## src/rtl/muldiv_pkg.sv

```systemverilog
// Shared encodings and constants for the HI/LO multiply/divide unit.
package muldiv_pkg;

    localparam logic [1:0] OP_MULT  = 2'b00;
    localparam logic [1:0] OP_MULTU = 2'b01;
    localparam logic [1:0] OP_DIV   = 2'b10;
    localparam logic [1:0] OP_DIVU  = 2'b11;

    typedef enum logic [1:0] {
        IDLE = 2'd0,
        RUN  = 2'd1,
        FIX  = 2'd2
    } state_t;

    // Widest operand supported; ALL_ONES is sliced down to WIDTH by the user.
    localparam int unsigned MAX_WIDTH = 64;
    localparam logic [MAX_WIDTH-1:0] ALL_ONES = '1;

    function automatic logic op_is_div(input logic [1:0] op);
        return op[1];
    endfunction

    function automatic logic op_is_signed(input logic [1:0] op);
        return ~op[0];
    endfunction

endpackage

```

## src/rtl/muldiv_sign_fixup.sv

```systemverilog
// Combinational conditional two's-complement negate (abs at capture, sign fix at the end).
module muldiv_sign_fixup #(
    parameter int unsigned WIDTH = 32
) (
    input  logic [WIDTH-1:0] value,
    input  logic             negate,
    output logic [WIDTH-1:0] result
);

    // Negate when requested, otherwise pass through.
    always_comb begin
        result = negate ? (~value + WIDTH'(1)) : value;
    end

endmodule

```

## src/rtl/hilo_muldiv_unit.sv

```systemverilog
// Iterative radix-2 multiply/divide unit owning the HI/LO registers.
// Optional macro MULDIV_ZERO_BYPASS_EN: zero-operand operations skip the RUN phase.
module hilo_muldiv_unit
    import muldiv_pkg::*;
#(
    parameter int unsigned WIDTH = 32,
    parameter int unsigned CNT_W = $clog2(WIDTH)
) (
    input  logic             clk,
    input  logic             reset,
    input  logic             start,
    input  logic [1:0]       op,
    input  logic [WIDTH-1:0] rs_val,
    input  logic [WIDTH-1:0] rt_val,
    input  logic             mthi,
    input  logic             mtlo,
    input  logic [WIDTH-1:0] hi_wdata,
    input  logic [WIDTH-1:0] lo_wdata,
    output logic             busy,
    output logic             done,
    output logic [WIDTH-1:0] hi,
    output logic [WIDTH-1:0] lo
);

    state_t               state_q, state_d;
    logic [CNT_W-1:0]     cnt_q;
    logic [1:0]           op_q;
    // Multiply: {partial product, multiplier}. Divide: {remainder, quotient/dividend}.
    logic [2*WIDTH-1:0]   acc_q;
    logic [WIDTH-1:0]     opb_q;      // multiplicand or divisor magnitude
    logic [WIDTH-1:0]     raw_rs_q;   // dividend as given, for the divide-by-zero HI value
    logic                 neg_res_q;  // product / quotient sign
    logic                 neg_rem_q;  // remainder sign (dividend sign)
    logic                 div0_q;
    logic [WIDTH-1:0]     hi_q, lo_q;
    logic                 done_q;

    logic                 neg_rs, neg_rt;
    logic [WIDTH-1:0]     abs_rs, abs_rt;
    logic                 bypass;
    logic [WIDTH-1:0]     mul_addend;
    logic [WIDTH:0]       mul_sum;
    logic [2*WIDTH-1:0]   mul_next;
    logic [WIDTH:0]       div_shift, div_diff;
    logic                 div_ge;
    logic [2*WIDTH-1:0]   div_next;
    logic [2*WIDTH-1:0]   prod_fixed;
    logic [WIDTH-1:0]     quo_fixed, rem_fixed;

    assign neg_rs = op_is_signed(op) & rs_val[WIDTH-1];
    assign neg_rt = op_is_signed(op) & rt_val[WIDTH-1];

    muldiv_sign_fixup #(.WIDTH(WIDTH)) u_abs_rs (
        .value  (rs_val),
        .negate (neg_rs),
        .result (abs_rs)
    );

    muldiv_sign_fixup #(.WIDTH(WIDTH)) u_abs_rt (
        .value  (rt_val),
        .negate (neg_rt),
        .result (abs_rt)
    );

    muldiv_sign_fixup #(.WIDTH(2*WIDTH)) u_fix_prod (
        .value  (acc_q),
        .negate (neg_res_q),
        .result (prod_fixed)
    );

    muldiv_sign_fixup #(.WIDTH(WIDTH)) u_fix_quo (
        .value  (acc_q[WIDTH-1:0]),
        .negate (neg_res_q),
        .result (quo_fixed)
    );

    muldiv_sign_fixup #(.WIDTH(WIDTH)) u_fix_rem (
        .value  (acc_q[2*WIDTH-1:WIDTH]),
        .negate (neg_rem_q),
        .result (rem_fixed)
    );

`ifdef MULDIV_ZERO_BYPASS_EN
    assign bypass = op_is_div(op) ? (rt_val == '0) : ((rs_val == '0) || (rt_val == '0));
`else
    assign bypass = 1'b0;
`endif

    // One radix-2 step for each of multiply (shift-add) and divide (restoring).
    always_comb begin
        mul_addend = acc_q[0] ? opb_q : '0;
        mul_sum    = {1'b0, acc_q[2*WIDTH-1:WIDTH]} + {1'b0, mul_addend};
        mul_next   = {mul_sum, acc_q[WIDTH-1:1]};
        div_shift  = {acc_q[2*WIDTH-1:WIDTH], acc_q[WIDTH-1]};
        div_diff   = div_shift - {1'b0, opb_q};
        div_ge     = (div_shift >= {1'b0, opb_q});
        if (div_ge) begin
            div_next = {div_diff[WIDTH-1:0], acc_q[WIDTH-2:0], 1'b1};
        end else begin
            div_next = {div_shift[WIDTH-1:0], acc_q[WIDTH-2:0], 1'b0};
        end
    end

    // State register.
    always_ff @(posedge clk or posedge reset) begin
        if (reset) begin
            state_q <= IDLE;
        end else begin
            state_q <= state_d;
        end
    end

    // Next-state logic.
    always_comb begin
        state_d = state_q;
        unique case (state_q)
            IDLE: if (start) state_d = bypass ? FIX : RUN;
            RUN:  if (cnt_q == '0) state_d = FIX;
            FIX:  state_d = IDLE;
            default: state_d = IDLE;
        endcase
    end

    // Operand capture, iteration datapath, HI/LO writes and done pulse.
    always_ff @(posedge clk or posedge reset) begin
        if (reset) begin
            cnt_q     <= '0;
            op_q      <= OP_MULT;
            acc_q     <= '0;
            opb_q     <= '0;
            raw_rs_q  <= '0;
            neg_res_q <= 1'b0;
            neg_rem_q <= 1'b0;
            div0_q    <= 1'b0;
            hi_q      <= '0;
            lo_q      <= '0;
            done_q    <= 1'b0;
        end else begin
            done_q <= 1'b0;
            case (state_q)
                IDLE: begin
                    if (start) begin
                        op_q      <= op;
                        cnt_q     <= CNT_W'(WIDTH - 1);
                        raw_rs_q  <= rs_val;
                        neg_res_q <= neg_rs ^ neg_rt;
                        neg_rem_q <= neg_rs;
                        div0_q    <= op_is_div(op) && (rt_val == '0);
                        if (op_is_div(op)) begin
                            acc_q <= {{WIDTH{1'b0}}, abs_rs};
                            opb_q <= abs_rt;
                        end else begin
                            // A bypassed multiply has a zero operand, so its product is zero.
                            acc_q <= bypass ? '0 : {{WIDTH{1'b0}}, abs_rt};
                            opb_q <= abs_rs;
                        end
                    end else if (!done_q) begin
                        if (mthi) hi_q <= hi_wdata;
                        if (mtlo) lo_q <= lo_wdata;
                    end
                end
                RUN: begin
                    acc_q <= op_is_div(op_q) ? div_next : mul_next;
                    if (cnt_q != '0) cnt_q <= cnt_q - CNT_W'(1);
                end
                FIX: begin
                    done_q <= 1'b1;
                    if (!op_is_div(op_q)) begin
                        {hi_q, lo_q} <= prod_fixed;
                    end else if (div0_q) begin
                        lo_q <= ALL_ONES[WIDTH-1:0];
                        hi_q <= raw_rs_q;
                    end else begin
                        lo_q <= quo_fixed;
                        hi_q <= rem_fixed;
                    end
                end
                default: ;
            endcase
        end
    end

    assign busy = (state_q != IDLE);
    assign done = done_q;
    assign hi   = hi_q;
    assign lo   = lo_q;

endmodule

```

## config.mk

```make
export PLATFORM = sky130hd
export DESIGN_NAME = hilo_muldiv_unit
export DESIGN_NICKNAME = d
export VERILOG_FILES = /design/src/rtl/muldiv_pkg.sv /design/src/rtl/muldiv_sign_fixup.sv /design/src/rtl/hilo_muldiv_unit.sv
export SDC_FILE = /design/constraint.sdc
export NUM_CORES = 1
export LEC_CHECK = 0
export CAP_MARGIN = 20
export CORE_MARGIN = 1
export CORE_UTILIZATION = 55
export CTS_CLUSTER_DIAMETER = 50
export DETAILED_ROUTE_END_ITERATION = 16
export PLACE_DENSITY_LB_ADDON = 0.1
export SYNTH_ARGS = -nofsm -noshare
export SYNTH_HDL_FRONTEND = slang
export SYNTH_SLANG_ARGS = --single-unit
```

## constraint.sdc

```tcl
create_clock -name clk -period 9.8 [get_ports clk]
set_input_delay 0.98 -clock clk [delete_from_list [all_inputs] [get_ports clk]]
set_output_delay 0.98 -clock clk [all_outputs]
set_load 0.1 [all_outputs]
```

==> metrics, run 1 <==
status=completed; overall routed net length=between 60000 and 70000 um; P&R area growth vs syn=18.9%; PwrDens=roughly 420 mW/mm2; GPL Wtd Cong=a little under 1; post-synthesis area per instance=7.75 um2; leading area contributor after synthesis=dfrtp_1; vias per inst=6.50; Hold Crit Class=register to register; Initial DRC Count=1872; Yosys cell types=75; routed len/inst=between 20 and 25 um; ANT cells=0; R2R cell count=10; Simple-Gate Fraction of Synth Area=0.198; GRT overflow=0; largest net degree at the start of global routing=119; drt drc=0; CTS Sinks=204; CTS buffer count=30; post-synthesis mux area share=0.0344; cell with the most instances after synthesis=nand2_1; Setup Crit Path Kind=register to register; clk_skew=28.8 ps; top_reg_cell synth=dfrtp_1; Synth top cells by count=nand2_1, o21ai_0, dfrtp_1, nor2_1, a21oi_1; Yosys reg bits=204; clock period minus final worst setup slack=4200 ps; largest family of logic cells by synthesized area=compound AO/OA/AOI/OAI gates; die height=177 um; Worst-Margin Slew=1150 ps; Max Fclk=238 MHz; vias in the first global route=16500; Tot GR Track Use=0.384; Hold EP=lo[22]; Setup TNS=0 ps; CTS tree=yes; H-Tree Depth=1; Worst-Skew Late Latency=580 ps; share of the synthesized area in the top cell type=0.302; I/O pins=201; Clock Pin Slew Worst Setup and Hold Paths=around 60 ps; total of max-cap violations=0; RSZ-0062 raised after global routing=false; top post-synthesis cells by area=dfrtp_1, o21ai_0, nand2_1; Synth Cell Area=0.0169 mm2; crit start category=register; r2r endpoint=acc_q[57]; row cnt=between 60 and 70; pins over their slew limit=0; post-route ant nets=0; flop2flop setup slack=5600 ps; initial antenna violation count=0; leakage power=approximately 8.4 nW; TritonRoute pass-1 iters=5; Synth Area in Adders=0.0542; VDD IR max=0.256 mV; Clock Tree Buf Depth=3; Port Buffer Count=200; chip width=177 um; largest fanout on the critical path=28; Top delay family on crit path=simple AND/OR/NAND/NOR gates; initial core utilization=0.564; Yosys warning count=0; Post-CTS Setup Bufs=0; Synth Instances=2179; crit path DAT=4600 ps; DP HPWL=44700 um; fin crit share=0.428; via count=17500; critical path required time=10200 ps; max incr delay on CP=800 ps; Crit path buffers/inverters=0; min-delay src=lo[22]; crit-path cells=ha_1 -> and4_1 -> nor2b_1 -> nand3_1 -> a211oi_1 -> a21oi_1 -> a211oi_2 -> or2_2 -> mux2i_1 -> o21ai_0; Crit. End Element=register; Final Hold Vio Count=0; Slowest cell on crit path=or2_2; die area=0.0314 mm2; core area=0.0300 mm2; Cells on Worst Hold Path=2; layout cells sized above 1=0.0518; hold bufs inserted after CTS=0; Seq/Total Area, Yosys=0.302; first-pass GRT wire length=between 90000 and 100000 um; Post-Synth XOR/XNOR Area=0.0939; syn_nets=between 2000 and 2500; PostCTS Resize Cnt=0; FF-to-FF Start=acc_q[52]; setup-violating endpoint count in the final report=0; EDFF count, synth=0; relative slew slack=0.231; CTS Root Cell=clkbuf_16; Final nets=2480; share of synthesized registers carrying an async set or reset=1.00; final hold slack=roughly 480 ps; Synth Area in Compound Gates=0.264
-- worst max-delay path by stage --
stage	startpoint	end	slack, ps	cells past startpoint
global route	acc_q[45]	acc_q[61]	5450	9
finish	acc_q[52]	acc_q[57]	5600	10
floorplan	reset	acc_q[0]	3250	1
CTS	acc_q[45]	acc_q[57]	5800	9
global placement	rt_val[3]	acc_q[31]	5460	10
detailed placement	rt_val[1]	acc_q[19]	5470	10
-- cell type report --
type	count	area, um2
Clock buffer	33	792
Clock inverter	23	305
Fill cell	2608	9870
Inverter	76	293
Multi-Input combinational cell	1739	10900
Sequential cell	204	5110
Tap cell	390	488
Timing Repair Buffer	222	2190
-- worst reg2reg max path, stage by stage, from the launching register on --
cell and delay (ps):
dfrtp_1 540, ha_1 510, and4_1 230, nor2b_1 230, nand3_1 100, a211oi_1 220
a21oi_1 160, a211oi_2 790, or2_2 800, mux2i_1 350, o21ai_0 120
-- placed cells by master, fill, tap and decap left out, types with 7 or more instances in the layout --
master	synthesis	final
and2_1	9	8
o221ai_1	14	14
inv_6	0	10
o21ai_0	221	221
clkdlybuf4s50_1	0	199
or4_1	12	12
or2_2	15	15
nor4_1	11	11
o21bai_1	10	10
a21oi_1	164	164
nor3_1	33	33
mux2i_1	58	58
o41ai_1	10	10
inv_1	75	73
dfrtp_1	204	203
nand3_1	36	36
o31ai_1	23	23
a211oi_1	60	59
clkbuf_16	0	30
nand2_1	293	292
ha_1	70	70
o211ai_1	24	24
a31oi_1	25	25
a221oi_1	10	10
or3_1	27	27
a22oi_1	23	23
o22ai_1	42	42
xnor2_1	99	99
nand2b_1	15	15
nor2b_1	20	19
nand4_1	14	14
nor3b_1	7	7
and3_1	11	11
nor2_1	172	171
o21a_1	12	12
xor2_1	82	82
buf_4	0	21
a21o_1	32	32
-- where the power goes --
part / leakage (nW) / switching, mW / internal, mW / total (mW)
sequential: 2.44 / 0.579 / 1.26 / 1.84
combinational: 5.42 / 3.58 / 1.92 / 5.50
clock: 0.535 / 0.465 / 0.728 / 1.19
total: 8.40 / 4.62 / 3.90 / 8.52
-- kinds of logic (layout without fill, tap and decap cells) --
logic type / after synthesis / after routing
AO/OA/AOI/OAI: 720 / 720
XOR/XNOR: 181 / 181
adder cells (fa/ha/maj): 72 / 72
buffers and inverters: 236 / 354
flip-flops: 204 / 204
multiplexers: 58 / 58
AND/OR/NAND/NOR: 708 / 708
-- registers in the layout, indices dropped and copies added, names as in the netlist --
| register | flops |
|---|---|
| acc_q | 64 |
| hi | 32 |
| lo | 32 |
| opb_q | 32 |
| raw_rs_q | 32 |
| cnt_q | 5 |
| state_q | 2 |
| div0_q | 1 |
| done | 1 |
| neg_rem_q | 1 |
| neg_res_q | 1 |
| op_q | 1 |
-- per-layer routing --
| layer | vias up | routed length, um | track usage |
|---|---|---|---|
| met2 | 878 | 27400 | 0.596 |
| met4 | 0 | 2510 | 0.152 |
| met1 | 8386 | 25500 | 0.531 |
| met3 | 167 | 5480 | 0.0627 |
| met5 | - | 0 | 0 |
| li1 | 8034 | - | - |
-- metrics by stage --
| stage | power (mW) | setup slack (ps) | instances | area, um2 | utilization |
|---|---|---|---|---|---|
| after floorplan | 5.75 | 3250 | 2179 | 16900 | - |
| final | 8.52 | 5600 | 2687 | 20100 | 0.670 |
| after global routing | 9.04 | 5450 | 2687 | 20100 | 0.670 |
| after CTS | 8.41 | 5800 | 2686 | 20100 | 0.670 |
| after global placement | 7.10 | 5460 | 2629 | 18900 | 0.632 |
| after detailed placement | 7.20 | 5470 | 2630 | 19000 | 0.633 |
No activity file was read; power rests on OpenSTA's default activity.
==> run 2, diff against run 1 <==
- CORE_UTILIZATION: 55 -> 52
- clock period: 9.8 -> 3.4 ns (I/O delays scaled with it)
==> run 2 against run 1 <==
Die area grew 5.7%. Cell area grew 6.4%. Utilization grew 0.35 points. Critical path type unchanged. Non-clock buffer count grew 156. Wire length grew 4.9%. Register-to-register slack lost 5500 ps. Maximum frequency grew 28%. Worst hold slack lost 320 ps. Highest routed layer is now met5. Sequential power grew to 2.6 times the previous value. Critical path depth shrank 1. Setup slack lost 5500 ps. Global-route usage shrank 0.74 points.
==> metrics, run 2 (synthesized netlist as in run 1, its figures left out) <==
vias in the first global route=16900 (+2.6%); CTS tree=yes; layout cells sized above 1=0.120 (+0.0680); PwrDens=1230 mW/mm2 (+190%); clk_skew=20.4 ps (-8.45 ps); die height=182 um (+2.8%); CTS Sinks=204 (unchanged); final instance area=0.0214 mm2 (+6.4%); H-Tree Depth=1 (unchanged); Clock Pin Slew Worst Setup and Hold Paths=60 ps (about the same); CTS Root Cell=clkbuf_16; R2R cell count=9 (-1); Worst-Margin Slew=1030 ps (-123 ps); clock period minus final worst setup slack=3290 ps (-909 ps); hold bufs inserted after CTS=0 (unchanged); drt drc=0 (unchanged); Max Fclk=304 MHz (+28%); fin crit share=0.967 (+0.539); first-pass GRT wire length=97100 um (+4.1%); die area=0.0332 mm2 (+5.7%); Placement Cell Area=0.0202 mm2 (+6.4%); initial core utilization=0.533 (-0.0314); row cnt=65 (+3.2%); Setup Crit Path Kind=register to register; Crit. End Element=register; Final nets=2636 (+6.3%); leakage power=9.17 nW (+9.1%); max reg flops=64 (unchanged); relative slew slack=0.315 (+0.0836); Initial DRC Count=1776 (-5.1%); initial antenna violation count=3 (+3); chip width=182 um (+2.8%); Tot GR Track Use=0.377 (-0.00742); via count=18000 (+3.0%); overall routed net length=63900 um (+4.9%); worst slack, placed=-52.5 ps (-5530 ps); Setup WS post-layout=113 ps (-5490 ps); DP HPWL=48800 um (+9.1%); GPL Wtd Cong=0.984 (+1.9%); vias per inst=6.30 (-3.1%); setup-violating endpoint count in the final report=0 (unchanged); most common library cell in the layout ignoring fill and taps=nand2_1; status=completed; GRT overflow=0 (unchanged); TritonRoute pass-1 iters=6 (+1); critical path required time=3860 ps (-6340 ps); largest net degree at the start of global routing=96 (-19%); total of max-cap violations=0 (unchanged); I/O pins=201 (unchanged); crit start category=register; Worst-Skew Late Latency=590 ps (about the same); VDD IR max=0.825 mV (+220%); P&R area growth vs syn=26.6%; Clock Tree Buf Depth=3 (unchanged); core area=0.0317 mm2 (+5.9%); most frequent cells in the layout=nand2_1, o21ai_0, dfrtp_1, clkdlybuf4s50_1, buf_4; Hold Crit Class=input pin to async pin; crit path DAT=3740 ps (-860 ps); post-route ant nets=0 (unchanged); CTS buffer count=30 (unchanged); Final Hold Vio Count=0 (unchanged); routed len/inst=22.4 um (-1.3%); Largest Register=acc_q; Port Buffer Count=200 (unchanged); pins over their slew limit=0 (unchanged); largest fanout on the critical path=5 (-82%)
[run 2: changes by cell type in the layout (fill, tap and decap cells not counted), moves of 3 or more]
cell,previous run,this run
o311ai_0,4,1
buf_12,0,5
buf_4,21,172
inv_6,10,3
clkinv_4,3,7
[run 2: metal layers]
metal,global-route usage,routed length (um),share of wire
met4,0.147,2650,0.041
met3,0.0625,5690,0.089
met5,0,23,0.00036
met1,0.527,27000,0.42
met2,0.581,28500,0.45
[run 2: what timing repair did]
item | CTS | global route
buffers inserted | 0 | 1
setup endpoints to repair | 0 | 30
gates resized for setup | 0 | 31
[run 2: layout make-up]
class                           count  area [um2]
Clock inverter                     23         302
Timing Repair Buffer              378        3410
Multi-Input combinational cell   1739       11000
Fill cell                        2773       10300
Inverter                           76         292
Tap cell                          402         503
Sequential cell                   204        5110
Clock buffer                       33         772
Antenna cell                        1        2.50
[run 2: stage by stage]
| step | hold WS (ps) | power, mW | util | TNS, ps | cells |
|---|---|---|---|---|---|
| 2_1_floorplan | 436 | 16.6 | - | 0 | 2179 |
| 3_5_place_dp | 459 | 22.2 | 0.636 | -52.5 | 2797 |
| 6_report | 156 | 26.2 | 0.674 | 0 | 2856 |
| 4_1_cts | 152 | 25.7 | 0.670 | 0 | 2853 |
| 3_3_place_gp | 455 | 22.0 | 0.636 | -114 | 2797 |
| 5_1_grt | 201 | 27.7 | 0.674 | -124 | 2856 |
[run 2: report_power, final]
group | leakage [nW] | switching (mW) | total [mW] | internal (mW)
clock | 0.520 | 1.34 | 3.33 | 1.99
sequential | 2.44 | 1.17 | 4.80 | 3.64
combinational | 6.20 | 11.4 | 18.1 | 6.68
total | 9.17 | 13.9 | 26.2 | 12.3
[run 2: final timing paths]
check | start | to | slack (ps)
worst max-delay path | acc_q[8] | hi[13] | 110
worst min-delay path | reset | lo[20] | 160
worst max register to register | acc_q[8] | hi[13] | 110
worst min register to register | lo[29] | lo[29] | 480
max in group asynchronous | reset | acc_q[32] | 2330
min in group clk | op[1] | op_q[1] | 170
[run 2: worst max-delay path: stages, from the launching register on]
cell and delay [ps]:
dfrtp_1 370, or4_1 560, nor4_2 340, nand4b_1 340
nand2b_4 240, nand2b_1 320, buf_4 260, o41ai_1 310
nor3_1 110, a221o_1 280
